**config.mk**
```make
export PLATFORM = sky130hd
export DESIGN_NAME = seg7_scan_decoder_flat
export DESIGN_NICKNAME = d
export VERILOG_FILES = /design/src/rtl/seg7_scan_if.sv /design/src/rtl/seg7_scan_decoder.sv /design/src/flat_wrapper.sv
export SDC_FILE = /design/constraint.sdc
export NUM_CORES = 1
export LEC_CHECK = 0
export BUFFER_PORTS_ARGS = -buffer_cell sky130_fd_sc_hd__buf_4
export CORE_ASPECT_RATIO = 1.1
export CORE_MARGIN = 5
export CORE_UTILIZATION = 45
export DETAILED_ROUTE_END_ITERATION = 12
export PLACE_DENSITY_LB_ADDON = 0.05
export SLEW_MARGIN = 40
export SYNTH_ARGS = -nofsm -noshare
export SYNTH_HDL_FRONTEND = slang
export SYNTH_SLANG_ARGS = --single-unit
```
**constraint.sdc**
```tcl
create_clock -name clk -period 2.7 [get_ports clk]
set_input_delay 0.135 -clock clk [delete_from_list [all_inputs] [get_ports clk]]
set_output_delay 0.135 -clock clk [all_outputs]
set_load 0.02 [all_outputs]
```
**src/rtl/seg7_scan_if.sv**
```systemverilog
// Bundle of the multiplexed 7-segment bus and the reconstructed frame outputs.
// The master drives the panel side; the slave is the scan decoder.
interface seg7_scan_if #(
    parameter int NUM_DIGITS = 4
);
    logic [6:0]              seg;
    logic [NUM_DIGITS-1:0]   dig_en;
    logic                    err_clr;
    logic [4*NUM_DIGITS-1:0] bcd_out;
    logic [NUM_DIGITS-1:0]   blank_out;
    logic [NUM_DIGITS-1:0]   digit_err;
    logic                    frame_valid;
    logic [1:0]              err_status;

    modport master (
        output seg, dig_en, err_clr,
        input  bcd_out, blank_out, digit_err, frame_valid, err_status
    );

    modport slave (
        input  seg, dig_en, err_clr,
        output bcd_out, blank_out, digit_err, frame_valid, err_status
    );
endinterface

```
**src/rtl/seg7_scan_decoder.sv**
```systemverilog
// Watches a multiplexed 7-segment bus, debounces each digit slot, decodes it back
// to BCD and publishes complete frames atomically with a one-cycle valid pulse.
module seg7_scan_decoder #(
    parameter int NUM_DIGITS    = 4,
    parameter int STABLE_CYCLES = 3
) (
    input logic         clk,
    input logic         rst,
    seg7_scan_if.slave  bus
);
    localparam int IW = (NUM_DIGITS > 1) ? $clog2(NUM_DIGITS) : 1;
    localparam int SW = 7 + NUM_DIGITS;
    localparam logic [7:0]    STABLE = 8'(STABLE_CYCLES);
    localparam logic [IW-1:0] LAST   = IW'(NUM_DIGITS - 1);

    typedef enum logic [1:0] {SEEK, COLLECT, PUBLISH} state_t;

    typedef struct packed {
        logic [3:0] nib;
        logic       blank;
        logic       err;
    } dec_t;

    function automatic dec_t decode(input logic [6:0] s);
        case (s)
            7'b1111110: return '{4'd0, 1'b0, 1'b0};
            7'b0110000: return '{4'd1, 1'b0, 1'b0};
            7'b1101101: return '{4'd2, 1'b0, 1'b0};
            7'b1111001: return '{4'd3, 1'b0, 1'b0};
            7'b0110011: return '{4'd4, 1'b0, 1'b0};
            7'b1011011: return '{4'd5, 1'b0, 1'b0};
            7'b1011111: return '{4'd6, 1'b0, 1'b0};
            7'b1110000: return '{4'd7, 1'b0, 1'b0};
            7'b1111111: return '{4'd8, 1'b0, 1'b0};
            7'b1111011: return '{4'd9, 1'b0, 1'b0};
            7'b0000000: return '{4'hF, 1'b1, 1'b0};
            default:    return '{4'hF, 1'b0, 1'b1};
        endcase
    endfunction

    state_t                  state, state_nxt;
    logic [IW-1:0]           expected, exp_nxt;
    logic [SW-1:0]           samp;
    logic [7:0]              run_cnt, run_cnt_nxt;
    logic                    changed, capture, onehot, multihot, cap_ok, cap_bad;
    logic [IW-1:0]           k;
    dec_t                    dec;
    logic                    store, seq_err, pat_err;
    logic [4*NUM_DIGITS-1:0] sh_bcd, bcd_q;
    logic [NUM_DIGITS-1:0]   sh_blank, sh_err, blank_q, derr_q;
    logic                    fv_q;
    logic [1:0]              err_q;

    // Capture uses the incoming sample so STABLE_CYCLES=1 captures on the change edge.
    always_comb begin
        changed     = {bus.seg, bus.dig_en} != samp;
        run_cnt_nxt = changed ? 8'd1 : ((run_cnt < STABLE) ? run_cnt + 8'd1 : run_cnt);
        capture     = (run_cnt_nxt == STABLE) && (changed || run_cnt != STABLE);
    end

    always_comb begin
        onehot   = $onehot(bus.dig_en);
        multihot = (bus.dig_en != '0) && !onehot;
        k        = '0;
        for (int i = 0; i < NUM_DIGITS; i++) begin
            if (bus.dig_en[i]) k = IW'(i);
        end
        cap_ok  = capture && onehot;
        cap_bad = capture && multihot;
        dec     = decode(bus.seg);
    end

    // NOTE: every always_comb output gets a default first so no path infers a latch.
    always_comb begin
        state_nxt = state;
        exp_nxt   = expected;
        store     = 1'b0;
        seq_err   = 1'b0;
        case (state)
            SEEK: begin
                if (cap_ok && k == '0) begin
                    store = 1'b1;
                    if (NUM_DIGITS == 1) begin
                        state_nxt = PUBLISH;
                    end else begin
                        state_nxt = COLLECT;
                        exp_nxt   = IW'(1);
                    end
                end
            end
            COLLECT: begin
                if (cap_ok) begin
                    if (k == expected) begin
                        store = 1'b1;
                        if (k == LAST) state_nxt = PUBLISH;
                        else           exp_nxt   = expected + IW'(1);
                    end else if (k == expected - IW'(1)) begin
                        store = 1'b1;
                    end else if (k == '0) begin
                        store   = 1'b1;
                        exp_nxt = IW'(1);
                    end else begin
                        seq_err   = 1'b1;
                        state_nxt = SEEK;
                    end
                end
            end
            PUBLISH: state_nxt = SEEK;
            default: state_nxt = SEEK;
        endcase
        if (cap_bad) seq_err = 1'b1;
        pat_err = store && dec.err;
    end

    // NOTE: sequential state uses non-blocking assignments only, so every register
    // samples pre-edge values regardless of statement order.
    always_ff @(posedge clk) begin
        if (rst) begin
            // NOTE: the shadow frame is reset as well, so a discarded partial frame
            // can never surface in a later publish.
            state    <= SEEK;
            expected <= '0;
            samp     <= '0;
            run_cnt  <= '0;
            sh_bcd   <= '0;
            sh_blank <= '0;
            sh_err   <= '0;
            bcd_q    <= '0;
            blank_q  <= '0;
            derr_q   <= '0;
            fv_q     <= 1'b0;
            err_q    <= '0;
        end else begin
            state    <= state_nxt;
            expected <= exp_nxt;
            samp     <= {bus.seg, bus.dig_en};
            run_cnt  <= run_cnt_nxt;
            if (store) begin
                sh_bcd[4*int'(k) +: 4] <= dec.nib;
                sh_blank[k]            <= dec.blank;
                sh_err[k]              <= dec.err;
            end
            fv_q <= (state == PUBLISH);
            if (state == PUBLISH) begin
                bcd_q   <= sh_bcd;
                blank_q <= sh_blank;
                derr_q  <= sh_err;
            end
            // A new error in the same cycle as err_clr still leaves its bit set.
            err_q <= (bus.err_clr ? 2'b00 : err_q) | {seq_err, pat_err};
        end
    end

    assign bus.bcd_out     = bcd_q;
    assign bus.blank_out   = blank_q;
    assign bus.digit_err   = derr_q;
    assign bus.frame_valid = fv_q;
    assign bus.err_status  = err_q;
endmodule

```
**src/flat_wrapper.sv**
```systemverilog
// flat-port wrapper written by rule: the top's interface ports become plain ports
module seg7_scan_decoder_flat 
#(
    parameter int NUM_DIGITS    = 4,
    parameter int STABLE_CYCLES = 3
)
  (clk, rst, bus_seg, bus_dig_en, bus_err_clr, bus_bcd_out, bus_blank_out, bus_digit_err, bus_frame_valid, bus_err_status);
  seg7_scan_if #(.NUM_DIGITS(NUM_DIGITS)) bus_i ();
  input logic clk;
  input logic rst;
  input wire logic [$bits(bus_i.seg)-1:0] bus_seg;
  input wire logic [$bits(bus_i.dig_en)-1:0] bus_dig_en;
  input wire logic [$bits(bus_i.err_clr)-1:0] bus_err_clr;
  output wire logic [$bits(bus_i.bcd_out)-1:0] bus_bcd_out;
  output wire logic [$bits(bus_i.blank_out)-1:0] bus_blank_out;
  output wire logic [$bits(bus_i.digit_err)-1:0] bus_digit_err;
  output wire logic [$bits(bus_i.frame_valid)-1:0] bus_frame_valid;
  output wire logic [$bits(bus_i.err_status)-1:0] bus_err_status;
  assign bus_i.seg = bus_seg;
  assign bus_i.dig_en = bus_dig_en;
  assign bus_i.err_clr = bus_err_clr;
  assign bus_bcd_out = bus_i.bcd_out;
  assign bus_blank_out = bus_i.blank_out;
  assign bus_digit_err = bus_i.digit_err;
  assign bus_frame_valid = bus_i.frame_valid;
  assign bus_err_status = bus_i.err_status;
  seg7_scan_decoder #(.NUM_DIGITS(NUM_DIGITS), .STABLE_CYCLES(STABLE_CYCLES)) u_core (.clk(clk), .rst(rst), .bus(bus_i));
endmodule
```
== Word level (Yosys, flattened, before mapping) ==
Index checks and enable logic that the tools add are counted.
Storage, ports and cells
  bits of input ports: 14
  register bits: 74
  logic and storage cells: 104
  output and inout port bits: 27
Cells by class
  mux-type cells: 37
  equality and inequality tests: 26
  order comparisons: 3
  shift-type cells: 2
  reduce and logical (&&, ||, !) cells: 16
  $add $sub $neg: 7
  bitwise operators: 1
Operators by type and width (number)
  $pmux W6 S11: 1
  $eq A7 B7 Y1 const B: 8
  $neg A4 Y33: 1
  $shift A4 B33 Y16 const A: 1
  $shiftx A4 B33 Y16: 1
  $mux W2: 14
  $bwmux W16: 1
  $mux W8: 2
  $eq A7 B6 Y1 const B: 2
  $mux W1: 13
  $ne A11 B11 Y1: 1
  $ne A3 B3 Y1 const B: 3
  $add A8 B1 Y8 const B: 1
  $bwmux W4: 2
  $eq A8 B2 Y1 const B: 1
  $lt A8 B2 Y1 const B: 1
  $ne A8 B2 Y1 const B: 1
  $pmux W2 S2: 2
  $logic_and A1 B1 Y1: 7
  $logic_not A7 Y1: 1
  $reduce_and A6 Y1: 1
  $reduce_and A5 Y1: 1
  $add A1 B1 Y2: 2
  $eq A2 B2 Y1: 2
  other kinds (19): 22

== Depth between registers and ports, before layout ==
  depth after elaboration: 11
  gate-level depth with buffers: 11
  gate-level depth less buffers: 10

== Least setup slack after synthesis ==
No wires, ideal clock.
  kind: input to register
  from: input port bus_dig_en[3]
  to: register u_core.expected[1]
  setup slack: 104 ps
  data arrival time: 2525 ps
  path buffers: 0
  stages on the path: 10
  library setup time: 70 ps
  required time: 2630 ps
  cells stage by stage: inv_1 ha_1 ha_1 fa_1 nor2_1 nand2_1 nor3_1 nand3_1 or4b_1 a21oi_1
On the way
  cells in the longest elaborated chain, start to end: 8
  elaborated cells between the ends (all ways): 24
  classes of those cells: add/sub: 2; eq/ne: 11; mux: 5; reduce/logical: 6
Ends and longest elaborated chain
  start, declared: line flat_wrapper.sv:12  | input wire logic [$bits(bus_i.dig_en)-1:0] bus_dig_en;
  $ne A11 B11 Y1: line seg7_scan_decoder.sv:56  | changed = {bus.seg, bus.dig_en} != samp;
  $mux W8: line seg7_scan_decoder.sv:57  | run_cnt_nxt = changed ? 8'd1 : ((run_cnt < STABLE) ? run_cnt + 8'd1 : run_cnt);
  $eq A8 B2 Y1: line seg7_scan_decoder.sv:58  | capture = (run_cnt_nxt == STABLE) && (changed || run_cnt != STABLE);
  $logic_and A1 B1 Y1: line seg7_scan_decoder.sv:58
  $logic_and A1 B1 Y1: line seg7_scan_decoder.sv:68  | cap_ok = capture && onehot;
  $logic_and A1 B1 Y1: line seg7_scan_decoder.sv:81  | if (cap_ok && k == '0) begin
  $ne A2 B1 Y1 (no source line)
  $reduce_and A6 Y1 (no source line)
  end signal, assigned: line seg7_scan_decoder.sv:135  | expected <= exp_nxt;
  end, declared: line seg7_scan_decoder.sv:42  | logic [IW-1:0] expected, exp_nxt;
Parallel ways exist; a longest one is shown, timed or not. The select of a mux whose other input is x is not followed.
A chain may end at the register's enable or synchronous reset.

== Final worst setup path ==
  from: register u_core.run_cnt[0]
  to: register u_core.expected[1]
On the way
  cells in the longest elaborated chain, start to end: 9
  elaborated cells between the ends (all ways): 13
  classes of those cells: add/sub: 1; order compare: 1; eq/ne: 4; mux: 2; reduce/logical: 5
Ends and longest elaborated chain
  start, declared: line seg7_scan_decoder.sv:44  | logic [7:0] run_cnt, run_cnt_nxt;
  start signal, assigned: line seg7_scan_decoder.sv:137  | run_cnt <= run_cnt_nxt;
  $add A8 B1 Y8 / $lt A8 B2 Y1 (equally long branches): line seg7_scan_decoder.sv:57
  $mux W8 (2 in series): line seg7_scan_decoder.sv:57
  $eq A8 B2 Y1: line seg7_scan_decoder.sv:58
  $logic_and A1 B1 Y1 (*): line seg7_scan_decoder.sv:58
  $logic_and A1 B1 Y1 (*): line seg7_scan_decoder.sv:68
  $logic_and A1 B1 Y1: line seg7_scan_decoder.sv:81
  $ne A2 B1 Y1 (no source line)
  $reduce_and A6 Y1 (no source line) (*)
Mark *: on every way between the ends. The rest lies on a longest branch, timed or not.

==> impl_metrics.ini <==
[outcome]
status = finished clean

[yosys]
synth_top_area_share_pct = 45.1
synth.yosys.seq_area_share_pct = 45.1
yosysMostFrequentCell = dfxtp_1
synth_commonest_cells = 74 x dfxtp_1, 64 x nand2_1, 36 x a21oi_1
synth_simple_gate_area_share_pct = 28.7
yosysUniqueCellTypes = 48
yosysWarnings = 0
ys_ff_latch = 74
async_flop_share_pct = 0
synthAdderAreaFrac_pct = 3.66
synth_xor_area_share_pct = 4.00
synth_largest_area_cell = dfxtp_1
synth_area_per_cell_um2 = 8.53
synth_flop_cell = dfxtp_1
synth_top_family_by_area = simple AND/OR/NAND/NOR gates
synth.top_cells.by_area = dfxtp_1 45%, nand2_1 7.3%, a21oi_1 5.5%
synth_edf_count = 0
syn_nets = 408
syn_area_um2 = 3290
synth_compound_area_share_pct = 12.2
synthCells = 385
muxShareOfSynthArea_pct = 2.44

[pwr]
combPwrFrac_pct = 7.8
power_density_nw_per_um2 = 521
leakage_nw = 1.47
switchingPower_mw = 0.506
swShare_pct = 25.3
p_int_mw = 1.50
ir_worst_vdd_v = 0.000237
p_total_mw = 2.00
pwr-share-clk_pct = 37.1
seqPwrFrac_pct = 55.1

[routing]
wl_um = 7030
wl_met3_um = 267
dr.pass1.iters = 4
ant_nets = 0
routed.top_layer = met4
avgViaCountPerCell = 5.25
avgRoutedWirePerCell_um = 13.8
drcViolationCount = 0
drt_iter0_markers = 118
met2_length_um = 3190
wl_met1_um = 3520
routed-via-count = 2677

[timing]
fin_crit_sh_pct = 93.8
setup_slack_ns = 0.167
tightest_slew_ns = 0.668
finalSetupViolCount = 0
final_hold_viol_count = 0
fin_crit_ns = 2.53
grt_setup_unrepaired = no
slew_violations = 0
fin_skew_ns = 0.0153
max_slew_margin_pct = 55.5
max_freq_ghz = 0.395

[global_route]
antenna_found_initial = 0
grt_max_degree = 72
grt_overflow_total = 0
grt_pass1_vias = 2465
grtUsageTotal_pct = 15.8
grt_pass1_wl_um = 12000

[placement]
place_area_um2 = 3670
dp.cells = 494
gp_congestion = 0.888
hpwl_um = 4960
post-place-ws_ns = -0.00153
port_buffers = 40

[floorplanning]
ios = 41
fp.dieArea_um2 = 9110
rows = 32
core_area_um2 = 7050
die_w_um = 91.5
die_y_um = 99.6
initial_core_util_pct = 46.6

[clock_network]
htreeDepth = 3
cts_tree = done
cts_buffers = 9
cts_max_path_buffers = 2
cts.sinks = 74
cts_setup_buffers = 0
cts.reportedPaths.clkPinSlew_ns = 0.08
clk_latency_ns = 0.34
post_cts_resized = 0
ctsHoldBuffers = 0
cts_root_buffer = clkbuf_8

[critical_path]
required_ns = 2.95
cp-start-kind = flip-flop
cp.arrival_ns = 2.78
worstPathMaxFanout = 5
critPathCaptureType = flip-flop
crit_type = flip-flop to flip-flop

[flow_run]
cap_violations = 0

[cells_and_area]
stdcell_area_um2 = 3840
final_util_pct = 54.5
num_antenna_cells = 0
fin_nets = 443
n_fill_cell = 702
post_route_cells_drive_above_1_share_pct = 16.5
area_delta_synth_final_pct = 16.9
stdcell_count = 510

[min_path]
hp-class = input pin to flip-flop
-- layout make-up --
cell class	count	area (µm²)	area share (%)
multi-input cells	277	1680	43.6
flip-flops and latches	74	1480	38.6
repair buffers	51	383	9.97
clock buffers	10	128	3.32
well taps	85	106	2.77
clock inverters	6	41.3	1.07
inverters	7	26.3	0.684
-- layout by cell type (no fill, tap or decap), drive strengths merged, types with 6 or more instances in the layout --
cell	instances
nand4	7
mux2i	8
nand3	8
nand3b	14
xnor2	14
clkbuf	10
inv	8
nand2b	7
nor4	6
a21oi	36
nand2	64
nor2b	10
nor3	10
and2	8
o21ai	18
buf	51
dfxtp	74
ha	8
nor2	22
-- through the flow --
stage,TNS [ns],hold slack (ns)
floorplan,0,0.273
global placement,0,0.411
detailed placement,-0.00153,0.418
CTS,0,0.0590
global route,0,0.0869
finish,0,0.0712
-- worst max-delay path, stage by stage, from the launching register on --
cell and delay (ns):
dfxtp_1 0.34, ha_1 0.19, or4_1 0.42, nand4bb_4 0.24, nor4_4 0.40, nand3_1 0.17, or4b_1 0.53, a21oi_1 0.16
-- path summary, 6_finish.rpt --
path                            cells after the start                    startpoint  slack [ns]                         endpoint
worst min register to register                      1  u_core.run_cnt[2]$_SDFF_PP0_        0.46     u_core.run_cnt[2]$_SDFF_PP0_
worst max-delay path                                7  u_core.run_cnt[0]$_SDFF_PP0_        0.17  u_core.expected[1]$_SDFFE_PP0P_
worst min-delay path                                3                 bus_dig_en[0]        0.07        u_core.samp[0]$_SDFF_PP0_
worst max register to register                      7  u_core.run_cnt[0]$_SDFF_PP0_        0.17  u_core.expected[1]$_SDFFE_PP0P_
-- power groups by stage --
stage          registers [mW]  clock network (mW)  logic, mW
4_1_cts                  1.10               0.772      0.156
2_1_floorplan            1.13                   0      0.111
3_3_place_gp             1.13                   0      0.155
6_report                 1.10               0.743      0.155
5_1_grt                  1.10               0.822      0.174
3_5_place_dp             1.13                   0      0.155
-- per-layer routing --
layer	up-vias	global-route usage (%)
li1	1398	-
met1	1230	22.1
met5	-	0
met4	0	5.76
met2	45	23.8
met3	4	3.40
-- flip-flops by register name, indices dropped and copies added, names as in the netlist, 2 cells and up --
register               flops
u_core.sh_blank            4
u_core.bus.digit_err       4
u_core.samp               11
u_core.bus.err_status      2
u_core.bus.bcd_out        16
u_core.bus.blank_out       4
u_core.sh_bcd             16
u_core.run_cnt             8
u_core.sh_err              4
u_core.state               2
u_core.expected            2
-- cell families (layout without fill, tap and decap cells) --
kind of cell / Yosys count / in the layout
AOI/OAI and AO/OA: 70 / 70
muxes: 8 / 8
xor gates and xnor gates: 15 / 15
DFF: 74 / 74
and+or+nand+nor: 175 / 175
adders and majority gates: 9 / 9
buffers and inverters: 34 / 74
No activity file was read; power rests on OpenSTA's default activity.
